**src/rtl/pipeline_hazard_ctrl.sv**
```systemverilog
// Decode-stage hazard controller: load-use and branch-operand stalls, IF/ID flush on taken control transfer.
// Optional performance counters are built only when HAZARD_PERF_CNT_EN is defined.
module pipeline_hazard_ctrl (
   input  logic        Clk,
   input  logic        Reset,
   input  logic [4:0]  RsD,
   input  logic [4:0]  RtD,
   input  logic        UsesRsD,
   input  logic        UsesRtD,
   input  logic        BranchD,
   input  logic [4:0]  WriteRegE,
   input  logic        RegWriteE,
   input  logic        MemReadE,
   input  logic [4:0]  WriteRegM,
   input  logic        MemReadM,
   input  logic        BranchTakenD,
   input  logic        JumpD,
   output logic        PCWriteEn,
   output logic        IFIDWriteEn,
   output logic        Decode_On,
   output logic        FlushIFID,
   output logic [15:0] StallCount,
   output logic [15:0] FlushCount
);

   typedef enum logic {RUN, STALL} state_t;

   state_t     state;
   logic [1:0] cnt;
   logic [1:0] cnt_next;
   logic [1:0] hazard_len;
   logic       stall;
   logic       match_e;
   logic       match_m;

   // Register zero is hardwired, so it never creates a dependency.
   assign match_e = (UsesRsD && (RsD != 5'd0) && (RsD == WriteRegE)) ||
                    (UsesRtD && (RtD != 5'd0) && (RtD == WriteRegE));
   assign match_m = (UsesRsD && (RsD != 5'd0) && (RsD == WriteRegM)) ||
                    (UsesRtD && (RtD != 5'd0) && (RtD == WriteRegM));

   // NOTE: every always_comb output gets a default first, so no path can infer a latch.
   always_comb begin
      hazard_len = 2'd0;
      if (MemReadE && match_e) hazard_len = 2'd1;
      if (BranchD) begin
         if (RegWriteE && !MemReadE && match_e) hazard_len = 2'd1;
         if (MemReadM && match_m)               hazard_len = 2'd1;
         // A branch waiting on a load needs the loaded value two stages later.
         if (MemReadE && match_e)               hazard_len = 2'd2;
      end
   end

   always_comb begin
      state    = (cnt == 2'd0) ? RUN : STALL;
      stall    = 1'b0;
      cnt_next = cnt;
      unique case (state)
         RUN: begin
            if (hazard_len != 2'd0) begin
               stall    = 1'b1;
               cnt_next = hazard_len - 2'd1;
            end
         end
         STALL: begin
            stall    = 1'b1;
            cnt_next = cnt - 2'd1;
         end
      endcase

      PCWriteEn   = !stall;
      IFIDWriteEn = !stall;
      Decode_On   = !stall;
      FlushIFID   = (BranchTakenD || JumpD) && !stall;
      if (Reset) begin
         PCWriteEn   = 1'b1;
         IFIDWriteEn = 1'b1;
         Decode_On   = 1'b0;
         FlushIFID   = 1'b0;
      end
   end

   // NOTE: sequential state uses non-blocking assignments so every register samples pre-edge values.
   always_ff @(posedge Clk) begin
      if (Reset) cnt <= 2'd0;
      else       cnt <= cnt_next;
   end

`ifdef HAZARD_PERF_CNT_EN
   logic [15:0] stall_cnt_q;
   logic [15:0] flush_cnt_q;
   logic        stalled;

   assign stalled = stall && !Reset;

   always_ff @(posedge Clk) begin
      if (Reset) begin
         stall_cnt_q <= 16'd0;
         flush_cnt_q <= 16'd0;
      end else begin
         if (stalled && (stall_cnt_q != 16'hFFFF))   stall_cnt_q <= stall_cnt_q + 16'd1;
         if (FlushIFID && (flush_cnt_q != 16'hFFFF)) flush_cnt_q <= flush_cnt_q + 16'd1;
      end
   end

   assign StallCount = stall_cnt_q;
   assign FlushCount = flush_cnt_q;
`else
   assign StallCount = 16'd0;
   assign FlushCount = 16'd0;
`endif

endmodule

```
**config.mk**
```make
export PLATFORM = sky130hd
export DESIGN_NAME = pipeline_hazard_ctrl
export DESIGN_NICKNAME = d
export VERILOG_FILES = /design/src/rtl/pipeline_hazard_ctrl.sv
export SDC_FILE = /design/constraint.sdc
export NUM_CORES = 1
export LEC_CHECK = 0
export ABC_AREA = 1
export BUFFER_PORTS_ARGS = -buffer_cell sky130_fd_sc_hd__clkbuf_2
export CORE_MARGIN = 2
export CORE_UTILIZATION = 30
export DETAILED_ROUTE_END_ITERATION = 10
export GPL_TIMING_DRIVEN = 0
export PLACE_DENSITY_LB_ADDON = 0.2
export RECOVER_POWER = 25
export SLEW_MARGIN = 20
export SYNTH_ARGS = -nofsm -noshare
export SYNTH_HDL_FRONTEND = slang
export SYNTH_SLANG_ARGS = --single-unit
```
**constraint.sdc**
```tcl
create_clock -name Clk -period 2.1 [get_ports Clk]
set_input_delay 0.315 -clock Clk [delete_from_list [all_inputs] [get_ports Clk]]
set_output_delay 0.315 -clock Clk [all_outputs]
set_load 0.02 [all_outputs]
```
# ---- Word-level counts from Yosys, hierarchy flattened
# Index checks and enable logic that the tools add are counted.
dict set report op_classes {
  addsub 2
  eq_ne 5
  mux 13
  reduce_logical 20
}
# op count
set op_table {}
lappend op_table {{5-bit == test} 4}
lappend op_table {{1-bit logical AND} 11}
lappend op_table {{5-bit nonzero test} 2}
lappend op_table {{1-bit 2-to-1 mux} 8}
lappend op_table {{2-bit 2-to-1 mux} 3}
lappend op_table {{2-bit one-hot mux with 2 select lines} 1}
lappend op_table {{2-bit by 1-bit subtractor with 2-bit output, second input constant} 2}
lappend op_table {{1-bit logical OR} 3}
lappend op_table {{1-bit logical NOT} 2}
lappend op_table {{2-bit logical NOT} 1}
lappend op_table {{2-bit by 1-bit != test with 1-bit output, second input constant} 1}
lappend op_table {{1-bit one-hot mux with 2 select lines} 1}
lappend op_table {{2-bit nonzero test} 1}
dict set report word_totals {
  ff_bits 2
  in_bits 30
  output_inout_bits 36
}

# ---- Longest topological paths before layout
# Gate-level depths: netlist of the first run.
dict set report depth {
  depth_word 16
  ltp_mapped 13
}

# ---- Least setup slack after synthesis of the first run
# Ideal clock, no wire load.
dict set report synth_timing {
  kind {input port to output port}
  start {in RsD[1]}
  end {out PCWriteEn}
  arrival_ns 1.300
  slack_ns 0.485
  cell_stages 13
  path_cell_list {inv_1 nand2_1 nand2_1 nand2_1 nor2_1 nand3_2 nand2_2 nand2_1 nand2_1 nand2_2 nand2_1 nand2_1 buf_4}
}
dict set report synth_between {
  elab_chain_cells 15
  elab_cells_between_ends 21
  classes_between {eq/ne: 2; mux: 8; reduce/logical: 11}
}
# element line
set synth_rtl {}
lappend synth_rtl {{start: declaration} 6} ;# input logic [4:0] RsD,
lappend synth_rtl {{5-bit nonzero test} {37, 39}}
lappend synth_rtl {{1-bit logical AND} {37, 39}}
lappend synth_rtl {{1-bit logical AND} 37} ;# assign match_e = (UsesRsD && (RsD != 5'd0) && (RsD == WriteRegE)) ||
lappend synth_rtl {{1-bit logical OR} 37}
lappend synth_rtl {{1-bit logical AND} {45, 50}}
lappend synth_rtl {{1-bit 2-to-1 mux} 45} ;# if (MemReadE && match_e) hazard_len = 2'd1;
lappend synth_rtl {{1-bit 2-to-1 mux} 47} ;# if (RegWriteE && !MemReadE && match_e) hazard_len = 2'd1;
lappend synth_rtl {{1-bit 2-to-1 mux} 48} ;# if (MemReadM && match_m) hazard_len = 2'd1;
lappend synth_rtl {{2-bit 2-to-1 mux} 50} ;# if (MemReadE && match_e) hazard_len = 2'd2;
lappend synth_rtl {{2-bit 2-to-1 mux (*)} 46} ;# if (BranchD) begin
lappend synth_rtl {{2-bit nonzero test (*)} 60} ;# if (hazard_len != 2'd0) begin
lappend synth_rtl {{1-bit 2-to-1 mux (*)} 60}
lappend synth_rtl {{1-bit one-hot mux with 2 select lines (*)} 58} ;# unique case (state)
lappend synth_rtl {{1-bit logical NOT (*)} --}
lappend synth_rtl {{1-bit 2-to-1 mux (*)} --}
lappend synth_rtl {{end: declaration} 18} ;# output logic PCWriteEn,
# Every way passes the cells marked *; elsewhere a longest branch is shown, timed or not.

# ---- Final worst setup path of the first run
dict set report layout_timing {
  start {in RsD[1]}
  end {out PCWriteEn}
}
dict set report layout_between {
  elab_chain_cells 15
  elab_cells_between_ends 21
  classes_between {eq/ne: 2; mux: 8; reduce/logical: 11}
}
# element line
set layout_rtl {}
lappend layout_rtl {{5-bit nonzero test} {37, 39}}
lappend layout_rtl {{1-bit logical AND} {37, 39}}
lappend layout_rtl {{1-bit logical AND} 37}
lappend layout_rtl {{1-bit logical OR} 37}
lappend layout_rtl {{1-bit logical AND} {45, 50}}
lappend layout_rtl {{1-bit 2-to-1 mux} 45}
lappend layout_rtl {{1-bit 2-to-1 mux} 47}
lappend layout_rtl {{1-bit 2-to-1 mux} 48}
lappend layout_rtl {{2-bit 2-to-1 mux} 50}
lappend layout_rtl {{2-bit 2-to-1 mux (*)} 46}
lappend layout_rtl {{2-bit nonzero test (*)} 60}
lappend layout_rtl {{1-bit 2-to-1 mux (*)} 60}
lappend layout_rtl {{1-bit one-hot mux with 2 select lines (*)} 58}
lappend layout_rtl {{1-bit logical NOT (*)} 71} ;# PCWriteEn = !stall;
lappend layout_rtl {{1-bit 2-to-1 mux (*)} 75} ;# if (Reset) begin
# Marked as above.

==> metrics.csv, run 1 <==
metric,value,unit
status,"finished, final reports clean",
TritonCTS clock tree,yes,
critical path class,in2out,
fin area,0.00105,mm2
WL per Instance,6.75,um
CP required,1.78,ns
Horiz. Die Dim,52.7,um
share of flip-flops with an asynchronous set or reset,0,%
gr usage total,10.2,%
Final Skew,0.00424,ns
Core Rows,17,
hold endpoint,cnt[0],
Unique masters post-synth,16,
DRC violations left,0,
RSZ-0062 raised after global routing,false,
Startpoint Class,input port,
initial antenna violation count,0,
max reg flops,2,
PD cells,309,mW/mm2
diode count,0,
clock sink count,2,
hold_sp,Reset,
vias in the first global route,607,
max-cap viol count,0,
Starting Density,31.9,%
largest area contributor in the netlist,buf_4,
"EDFF count, synth",0,
Die ar.,0.00278,mm2
register area share after synthesis,5.62,%
Num CTS Buffers,3,
post_cts resized,0,
Final Hold Viols,0,
Worst VDD drop,0.000162,V
hold buffers post-CTS,0,
HPWL after DPL,1330,um
fin crit period,1.79,ns
Main synth FF type,dfxtp_1,
CTS Buffer Depth,2,
Yosys reg bits,2,
R2R Setup Slk,1.47,ns
Post-Syn Area,712,um2
Top reg by flops,cnt,
Vias,716,
root buf cell,clkbuf_4,
largest net degree at the start of global routing,5,
Syn Inst Count,112,
I/O Buffers,33,
Post-CTS Repair Setup Buffers,0,
max-slew violation count,0,
largest cells by area after synthesis,"buf_4, xor2_1, nand2_1",
CP Max Fanout,3,
P&R area growth vs syn,47.6,%
Synth warnings,0,
WHS Path Cells,2,
fin crit share,85.5,%
core area,0.00223,mm2
Antenna Nets Post-Route,0,
Hold WC Path Type,in2reg,
grt total ovfl,0,
number of I/O pins,66,
H-tree lvl count,1,
Worst-path clk slew,0.03,ns
Commonest cells post-synth,"buf_4, nand2_1, nor2_1, xor2_1, inv_1",
Synth top area share,34.8,%
clock latency on the worst-skew pair,0.22,ns
largest registers,cnt x2,
1st-pass router iterations,4,
# setup viols final,0,
Crit path arrival time,1.48,ns
Post-DP Area,0.00103,mm2
Reg2Reg Depth,3,
final wirelength,1400,um
routed vias/inst,3.46,
Mean Syn Cell Area,6.36,um2
crit path capture type,output port,
worst r2r src,cnt[1],
most numerous cell in the Yosys netlist,buf_4,
worst reg2reg endpoint,cnt[0],
# nets final,211,
die height,52.7,um
setup_tns,0,ns
RD Place Congestion,0.786,
Max Clock Freq,0.557,GHz
first-pass GRT wire length,2200,um
layout cell share with drive strength beyond 1,43.0,%
leak pwr,0.000679,uW
DR iter-0 viols,6,
==> final cells by class <==
cell class,count,area (um2)
fillers,250,1180
multi-input cells,99,507
plain buffers,33,248
repair buffers,33,165
flip-flops and latches,2,40.0
well taps,28,35.0
inverters,9,33.8
clock buffers,3,22.5
==> metal layers <==
metal / up-vias / global-route usage (%) / routed length (um) / part of all wire [%]
met5: - / 0 / 0 / 0
met4: 0 / 2.56 / 0 / 0
met3: 0 / 2.00 / 146 / 10
met2: 33 / 17.1 / 665 / 48
met1: 276 / 13.2 / 586 / 42
li1: 407 / - / - / -
==> how the worst max path moves through the flow <==
stage | from | end | slack (ns) | cells past startpoint
after floorplan | RsD[1] | PCWriteEn | 0.48 | 13
after global placement | RsD[1] | PCWriteEn | 0.33 | 15
after detailed placement | RsD[1] | PCWriteEn | 0.29 | 15
after CTS | RsD[1] | PCWriteEn | 0.29 | 15
after global routing | RtD[0] | PCWriteEn | 0.11 | 13
final | RsD[1] | PCWriteEn | 0.31 | 15
==> placed cells by master, fill, tap and decap left out <==
cell type,count
a21oi_2,1
clkbuf_4,3
nor3b_2,1
or2_2,1
nand3_2,2
dfxtp_1,2
nand3b_1,1
nor2_1,14
inv_1,9
nand3_1,4
nand2_2,2
nor2_2,1
xor2_1,10
nand2_1,22
xnor2_1,8
clkbuf_2,33
buf_4,33
conb_1,32
==> worst max-delay path: stages <==
cell      delay, ns
clkbuf_2       0.11
inv_1          0.07
nand2_1        0.05
nand2_1        0.05
nand2_1        0.05
nor2_1         0.12
nand3_2        0.08
nand2_2        0.09
nand2_1        0.05
nand2_1        0.07
nand2_2        0.06
nand2_1        0.05
nand2_1        0.06
buf_4          0.12
clkbuf_2       0.14
==> report_power, final <==
group / switching, uW / total, uW / internal (uW)
logic: 113 / 205 / 91.3
registers: 0.0858 / 38.5 / 38.4
clock network: 18.6 / 81.4 / 62.8
==> cells by family after synthesis <==
logic type | after synthesis | synth area share [%]
other | 1 | 0.527
and+or+nand+nor | 48 | 30.9
AOI/OAI and AO/OA | 1 | 1.23
DFF | 2 | 5.62
xor gates and xnor gates | 18 | 22.1
buffers and inverters | 42 | 39.5
==> stage by stage <==
step | setup slack (ns) | total power, uW | utilization [%] | hold slack [ns] | instances
2_1_floorplan | 0.485 | 191 | - | 0.386 | 143
3_3_place_gp | 0.327 | 241 | 46.1 | 0.433 | 204
3_5_place_dp | 0.294 | 242 | 46.1 | 0.436 | 204
4_1_cts | 0.294 | 329 | 47.1 | 0.294 | 207
5_1_grt | 0.110 | 357 | 47.1 | 0.293 | 207
6_report | 0.305 | 325 | 47.1 | 0.299 | 207
No activity file was read; power rests on OpenSTA's default activity.
==> run 2, diff against run 1 <==
--- a/config.mk
+++ b/config.mk
@@ -5,7 +5,6 @@
 export SDC_FILE = /design/constraint.sdc
 export NUM_CORES = 1
 export LEC_CHECK = 0
-export ABC_AREA = 1
 export BUFFER_PORTS_ARGS = -buffer_cell sky130_fd_sc_hd__clkbuf_2
 export CORE_MARGIN = 2
 export CORE_UTILIZATION = 30
==> run 2 against run 1 <==
The run now ends with negative setup slack left. Routed wire length increased by 16%. Power increased by 6.3%. Critical path type unchanged. Utilization increased by 8.3 points. Highest routed layer is now met4. Clock power increased by 7.7%. Synthesized cell count decreased by 27%. Largest power group unchanged. Via count decreased by 6.6%. Non-clock buffer count increased by 3.
==> metrics.csv, run 2 <==
metric,value,unit,change
Worst path depth,9,,-6
Post-Syn Area,646,um2,-9.3%
leak pwr,0.000613,uW,-9.7%
"EDFF count, synth",0,,unchanged
area of the multi-input gates,534,um2,+5.4%
most numerous cell in the Yosys netlist,buf_4,,
Synth top area share,38.4,%,+3.6 points
R2R Setup Slk,1.43,ns,-0.04 ns
Fin Hold WS,0.379,ns,+0.0799 ns
clock sink count,2,,unchanged
largest area contributor in the netlist,buf_4,,
final setup margin,-0.263,ns,-0.569 ns
CP required,1.78,ns,about the same
CP Max Fanout,3,,unchanged
worst r2r src,cnt[0],,
Syn Inst Count,82,,-27%
routed vias/inst,3.74,,+8.1%
hold_sp,Reset,,
largest cells by area after synthesis,"buf_4, xnor2_1, xor2_1",,
largest registers,cnt x2,,
Final Skew,0.00325,ns,-0.000986 ns
first-pass GRT wire length,2260,um,+2.5%
root buf cell,clkbuf_4,,
TritonCTS clock tree,yes,,
share of flip-flops with an asynchronous set or reset,0,%,unchanged
max-cap viol count,0,,unchanged
fin crit share,113,%,+27 points
most frequent CP cell,buf_4,,
gr usage total,11.6,%,+1.4 points
critical path class,in2out,,
Buf/Inv on CP,4,,unchanged
WHS Path Cells,3,,+1
I/O Buffers,33,,unchanged
"commonest non-fill, non-tap cells in the layout","buf_4, conb_1, clkbuf_2, xnor2_1, xor2_1",,
largest net degree at the start of global routing,5,,unchanged
Mean Syn Cell Area,7.87,um2,+24%
status,finished with violations,,
fin crit period,2.36,ns,+0.569 ns
RSZ-0062 raised after global routing,true,,
grt total ovfl,0,,unchanged
number of I/O pins,66,,unchanged
fin util,55.3,%,+8.3 points
# fillers,204,,-18%
Num CTS Buffers,3,,unchanged
hold endpoint,cnt[0],,
DRC violations left,0,,unchanged
RD Place Congestion,0.771,,-1.9%
Core Rows,16,,-1
core area,0.00200,mm2,-10%
max reg flops,2,,unchanged
Max Clock Freq,0.423,GHz,-24%
setup_tns,-0.788,ns,-0.788 ns
Reg2Reg Depth,2,,-1
die height,50.4,um,-4.4%
H-tree lvl count,1,,unchanged
worst reg2reg endpoint,cnt[0],,
initial antenna violation count,0,,unchanged
# nets final,184,,-13%
clock latency on the worst-skew pair,0.23,ns,about the same
Main synth FF type,dfxtp_1,,
Worst-path clk slew,0.03,ns,about the same
Commonest cells post-synth,"buf_4, xnor2_1, xor2_1, nand3_1, or4_1",,
layout cell share with drive strength beyond 1,54.6,%,+12 points
max-slew violation count,0,,unchanged
crit path capture type,output port,,
Top reg by flops,cnt,,
"most common cell after layout, fill and taps aside",buf_4,,
PD cells,312,mW/mm2,+0.92%
slowest CP cell,or4_4,,
Unique masters post-synth,23,,+7
vias in the first global route,574,,-5.4%
failing checks,negative setup slack,,
Horiz. Die Dim,50.4,um,-4.4%
Crit path arrival time,2.05,ns,+0.57 ns
Synth warnings,0,,unchanged
crit path cell chain,"buf_8, or4_4, o21ai_4, nor4_4, o211a_1, buf_4, buf_6, nor3_2, buf_4",,
WL per Instance,9.03,um,+34%
Worst VDD drop,0.000137,V,-16%
Final Hold Viols,0,,unchanged
DR iter-0 viols,4,,-2
Die ar.,0.00254,mm2,-8.6%
Starting Density,32.2,%,+0.37 points
1st-pass router iterations,4,,unchanged
register area share after synthesis,6.20,%,+0.58 points
Antenna Nets Post-Route,0,,unchanged
CTS Buffer Depth,2,,unchanged
Hold WC Path Type,in2reg,,
final wirelength,1620,um,+16%
Yosys reg bits,2,,unchanged
# setup viols final,4,,+4
diode count,0,,unchanged
Seq. cell area,40.0,um2,unchanged
CP max stage delay,0.53,ns,+0.39 ns
P&R area growth vs syn,71.5,%,
Startpoint Class,input port,,
Vias,669,,-6.6%
CP top delay family,simple AND/OR/NAND/NOR gates,,
## run 2: changes by cell type in the layout (fill, tap and decap cells not counted), moves of 2 or more
| cell | change |
|---|---|
| buf_4 | +4 |
| clkbuf_2 | -7 |
| buf_6 | +4 |
| inv_1 | -8 |
| xnor2_1 | +4 |
| nand2_1 | -21 |
| xor2_1 | -2 |
| or4_4 | +2 |
| a21oi_1 | +2 |
| nor2_1 | -12 |
| nand3_2 | -2 |
| nand2_2 | -2 |
| o21ai_4 | +2 |
## run 2: metrics by stage
step	instance area, um2	worst slack [ns]	instances	power, uW
floorplan	773	-0.115	113	184
global placement	972	-0.257	173	233
detailed placement	972	-0.261	173	234
CTS	1050	-0.192	178	337
global route	1110	-0.316	179	368
finish	1110	-0.263	179	345
## run 2: report_power, final
part           switching [uW]  internal (uW)
Sequential              0.146           38.4
Clock                    24.4           63.3
Combinational             117            102
Total                     141            204
## run 2: how the worst max path moves through the flow
| stage | end | start |
|---|---|---|
| 2_1_floorplan | PCWriteEn | RtD[1] |
| 3_3_place_gp | PCWriteEn | RtD[1] |
| 3_5_place_dp | PCWriteEn | RtD[1] |
| 4_1_cts | PCWriteEn | RsD[3] |
| 5_1_grt | FlushIFID | RsD[3] |
| 6_report | FlushIFID | RsD[3] |
## run 2: layer usage
| layer | wire (um) | global-route usage, % | vias to the layer above |
|---|---|---|---|
| li1 | - | - | 356 |
| met1 | 567 | 13.2 | 260 |
| met2 | 808 | 19.7 | 47 |
| met3 | 195 | 2.38 | 6 |
| met4 | 44 | 7.21 | 0 |
| met5 | 0 | 0 | - |
## run 2: worst reg2reg max path, cell delays in order, from the launching register on
cell     delay (ns)
dfxtp_1        0.39
nor2_1         0.07
o21a_1         0.10
## run 2: what timing repair did
item / 4_1_cts / 5_1_grt
hold buffers: 0 / 0
pin swaps: 1 / 2
endpoints found under the setup margin: 4 / 4
hold endpoints to repair: 0 / 0
buffers inserted: 2 / 1
gates resized for setup: 9 / 16
## run 2: cells by family after synthesis
kind of cell,count (synthesis),synth area share [%]
other,1,0.581
buffers and inverters,34,39.0
XOR/XNOR,20,27.1
AND/OR/NAND/NOR,16,15.7
AO/OA/AOI/OAI,9,11.4
flip-flops,2,6.20
## run 2: cell type report
class	instances	share of cell area, %
plain buffers	33	22.4
clock buffers	3	2.03
inverters	1	0.339
multi-input cells	77	48.2
flip-flops and latches	2	3.62
well taps	27	3.05
repair buffers	36	20.3
==> run 3, diff against run 2 <==
--- a/config.mk
+++ b/config.mk
@@ -6,11 +6,12 @@
 export NUM_CORES = 1
 export LEC_CHECK = 0
 export BUFFER_PORTS_ARGS = -buffer_cell sky130_fd_sc_hd__clkbuf_2
+export CAP_MARGIN = 25
 export CORE_MARGIN = 2
 export CORE_UTILIZATION = 30
 export DETAILED_ROUTE_END_ITERATION = 10
 export GPL_TIMING_DRIVEN = 0
-export PLACE_DENSITY_LB_ADDON = 0.2
+export PLACE_DENSITY = 0.7
 export RECOVER_POWER = 25
 export SLEW_MARGIN = 20
 export SYNTH_ARGS = -nofsm -noshare
==> run 3 against run 2 <==
The run still ends with negative setup slack left. Routed wire length is 0.12% higher. Global-route usage rose by 0.44 points. Worst setup slack better by 0.037 ns. Count of clock-buffer cells in the layout did not move. Clock skew up 0.0022 ns. Fmax up 1.6%. Combinational power decreased by 3%. Register-to-register slack about the same. Final cell count decreased by 0.56%. Power shrank 2.8%. Largest cell class unchanged. Highest routed layer unchanged.
==> metrics.csv, run 3 (same netlist as run 2, synthesis figures left out) <==
metric,value,unit,change
status,finished with violations,,
failing checks,negative setup slack,,
Final Power,335,uW,-2.8%
Worst VDD drop,0.000180,V,+32%
Core Rows,16,,unchanged
final setup margin,-0.226,ns,+0.0373 ns
clock sink count,2,,unchanged
Final Skew,0.00542,ns,+0.00218 ns
RSZ-0062 raised after global routing,true,,
CP max stage delay,0.53,ns,about the same
core area,0.00200,mm2,unchanged
Fin Hold WS,0.391,ns,+0.0121 ns
final wirelength,1620,um,+0.12%
fin area,0.00107,mm2,-3.2%
max reg flops,2,,unchanged
fin crit period,2.33,ns,-0.0373 ns
Num CTS Buffers,3,,unchanged
area of the multi-input gates,510,um2,-4.4%
grt total ovfl,0,,unchanged
leak pwr,0.000605,uW,-1.4%
hold buffers post-CTS,0,,unchanged
TritonCTS clock tree,yes,,
gr usage total,12.0,%,+0.44 points
slowest CP cell,or4_4,,
# nets final,183,,-0.54%
largest net degree at the start of global routing,5,,unchanged
crit path capture type,output port,,
CTS Buffer Depth,2,,unchanged
Worst-path clk slew,0.03,ns,about the same
Post-DP Area,972,um2,unchanged
max-cap viol count,0,,unchanged
vias in the first global route,613,,+6.8%
Seq. cell area,40.0,um2,unchanged
Buf/Inv on CP,3,,-1
die height,50.4,um,unchanged
HPWL after DPL,1390,um,
# fillers,214,,+4.9%
root buf cell,clkbuf_4,,
Top reg by flops,cnt,,
number of I/O pins,66,,unchanged
# setup viols final,4,,unchanged
RD Place Congestion,0.852,,+11%
Vias,681,,+1.8%
first-pass GRT wire length,2380,um,+5.5%
WL per Instance,9.10,um,+0.69%
Starting Density,32.2,%,unchanged
"most common cell after layout, fill and taps aside",buf_4,,
max-slew violation count,0,,unchanged
critical path class,in2out,,
CP required,1.78,ns,about the same
Clk pwr share,25.1,%,-0.3 points
cell-internal power,202,uW,-1.0%
Hold WC Path Type,in2reg,,
Final Hold Viols,0,,unchanged
sw frac,39.8,%,-1.1 points
CP Max Fanout,3,,unchanged
routed vias/inst,3.83,,+2.4%
DR iter-0 viols,5,,+1
initial antenna violation count,0,,unchanged
1st-pass router iterations,3,,-1
Crit path arrival time,2.01,ns,-0.04 ns
diode count,0,,unchanged
largest registers,cnt x2,,
Horiz. Die Dim,50.4,um,unchanged
CP top delay family,compound AO/OA/AOI/OAI gates,,
I/O Buffers,33,,unchanged
sequential power share,11.5,%,+0.3 points
PD cells,313,mW/mm2,+0.34%
Startpoint Class,input port,,
Max Clock Freq,0.430,GHz,+1.6%
crit path cell chain,"clkbuf_8, or4_4, o21ai_2, nor4_1, o211a_1, o41ai_4, buf_4, buf_6",,
DRC violations left,0,,unchanged
layout cell share with drive strength beyond 1,53.6,%,-0.96 points
"commonest non-fill, non-tap cells in the layout","buf_4, conb_1, clkbuf_2, xnor2_1, xor2_1",,
part of the power in combinational logic,63.4,%,about the same
H-tree lvl count,1,,unchanged
Die ar.,0.00254,mm2,unchanged
Antenna Nets Post-Route,0,,unchanged
P_sw,134,uW,-5.4%
P&R area growth vs syn,66.1,%,
clock latency on the worst-skew pair,0.22,ns,about the same
fin crit share,111,%,-1.8 points
[run 3: per-stage QoR]
stage                     TNS, ns  utilization [%]  worst slack, ns  std cells
after CTS                  -0.600             51.5           -0.197        177
after global placement     -0.589             48.6           -0.232        173
final                      -0.629             53.6           -0.226        178
after global routing       -0.858             53.6           -0.268        178
after detailed placement   -0.741             48.6           -0.262        173
after floorplan            -0.180                -           -0.115        113
[run 3: path summary, 6_finish.rpt]
path / end / cells past startpoint / slack (ns) / start
max: PCWriteEn / 8 / -0.23 / RsD[3]
min: cnt[0] / 3 / 0.39 / Reset
max reg2reg: cnt[0] / 2 / 1.42 / cnt[0]
min reg2reg: cnt[1] / 1 / 0.55 / cnt[0]
[run 3: final cells by class]
cell class / instances / share of cell area [%]
Sequential cell: 2 / 3.73
Inverter: 1 / 0.350
Clock buffer: 3 / 2.10
Buffer: 33 / 23.1
Timing Repair Buffer: 35 / 20.0
Multi-Input combinational cell: 77 / 47.6
Tap cell: 27 / 3.15
[run 3: layer usage]
layer	share of wire [%]	wire [um]	global-route usage, %
met1	37	597	12.8
met2	50	812	22.4
met3	11	171	1.79
met4	2.3	37	6.76
met5	0	0	0
[run 3: worst register-to-register path, cell delays in order, from the launching register on]
cell and delay [ns]:
dfxtp_1 0.40, nor2_1 0.07, o21a_1 0.10
[run 3: power by group through the flow]
| stage | Clock, uW | Sequential, uW | Combinational [uW] |
|---|---|---|---|
| 5_1_grt | 90.3 | 38.6 | 229 |
| 4_1_cts | 90.1 | 38.5 | 202 |
| 3_5_place_dp | 0 | 39.0 | 196 |
| 3_3_place_gp | 0 | 39.0 | 193 |
| 2_1_floorplan | 0 | 39.0 | 145 |
| 6_report | 84.1 | 38.6 | 213 |
[run 3: what timing repair did]
item,4_1_cts,5_1_grt
pin swaps,1,2
gates resized for setup,6,13
setup buffers,1,1
cloned,0,0
setup endpoints to repair,4,4
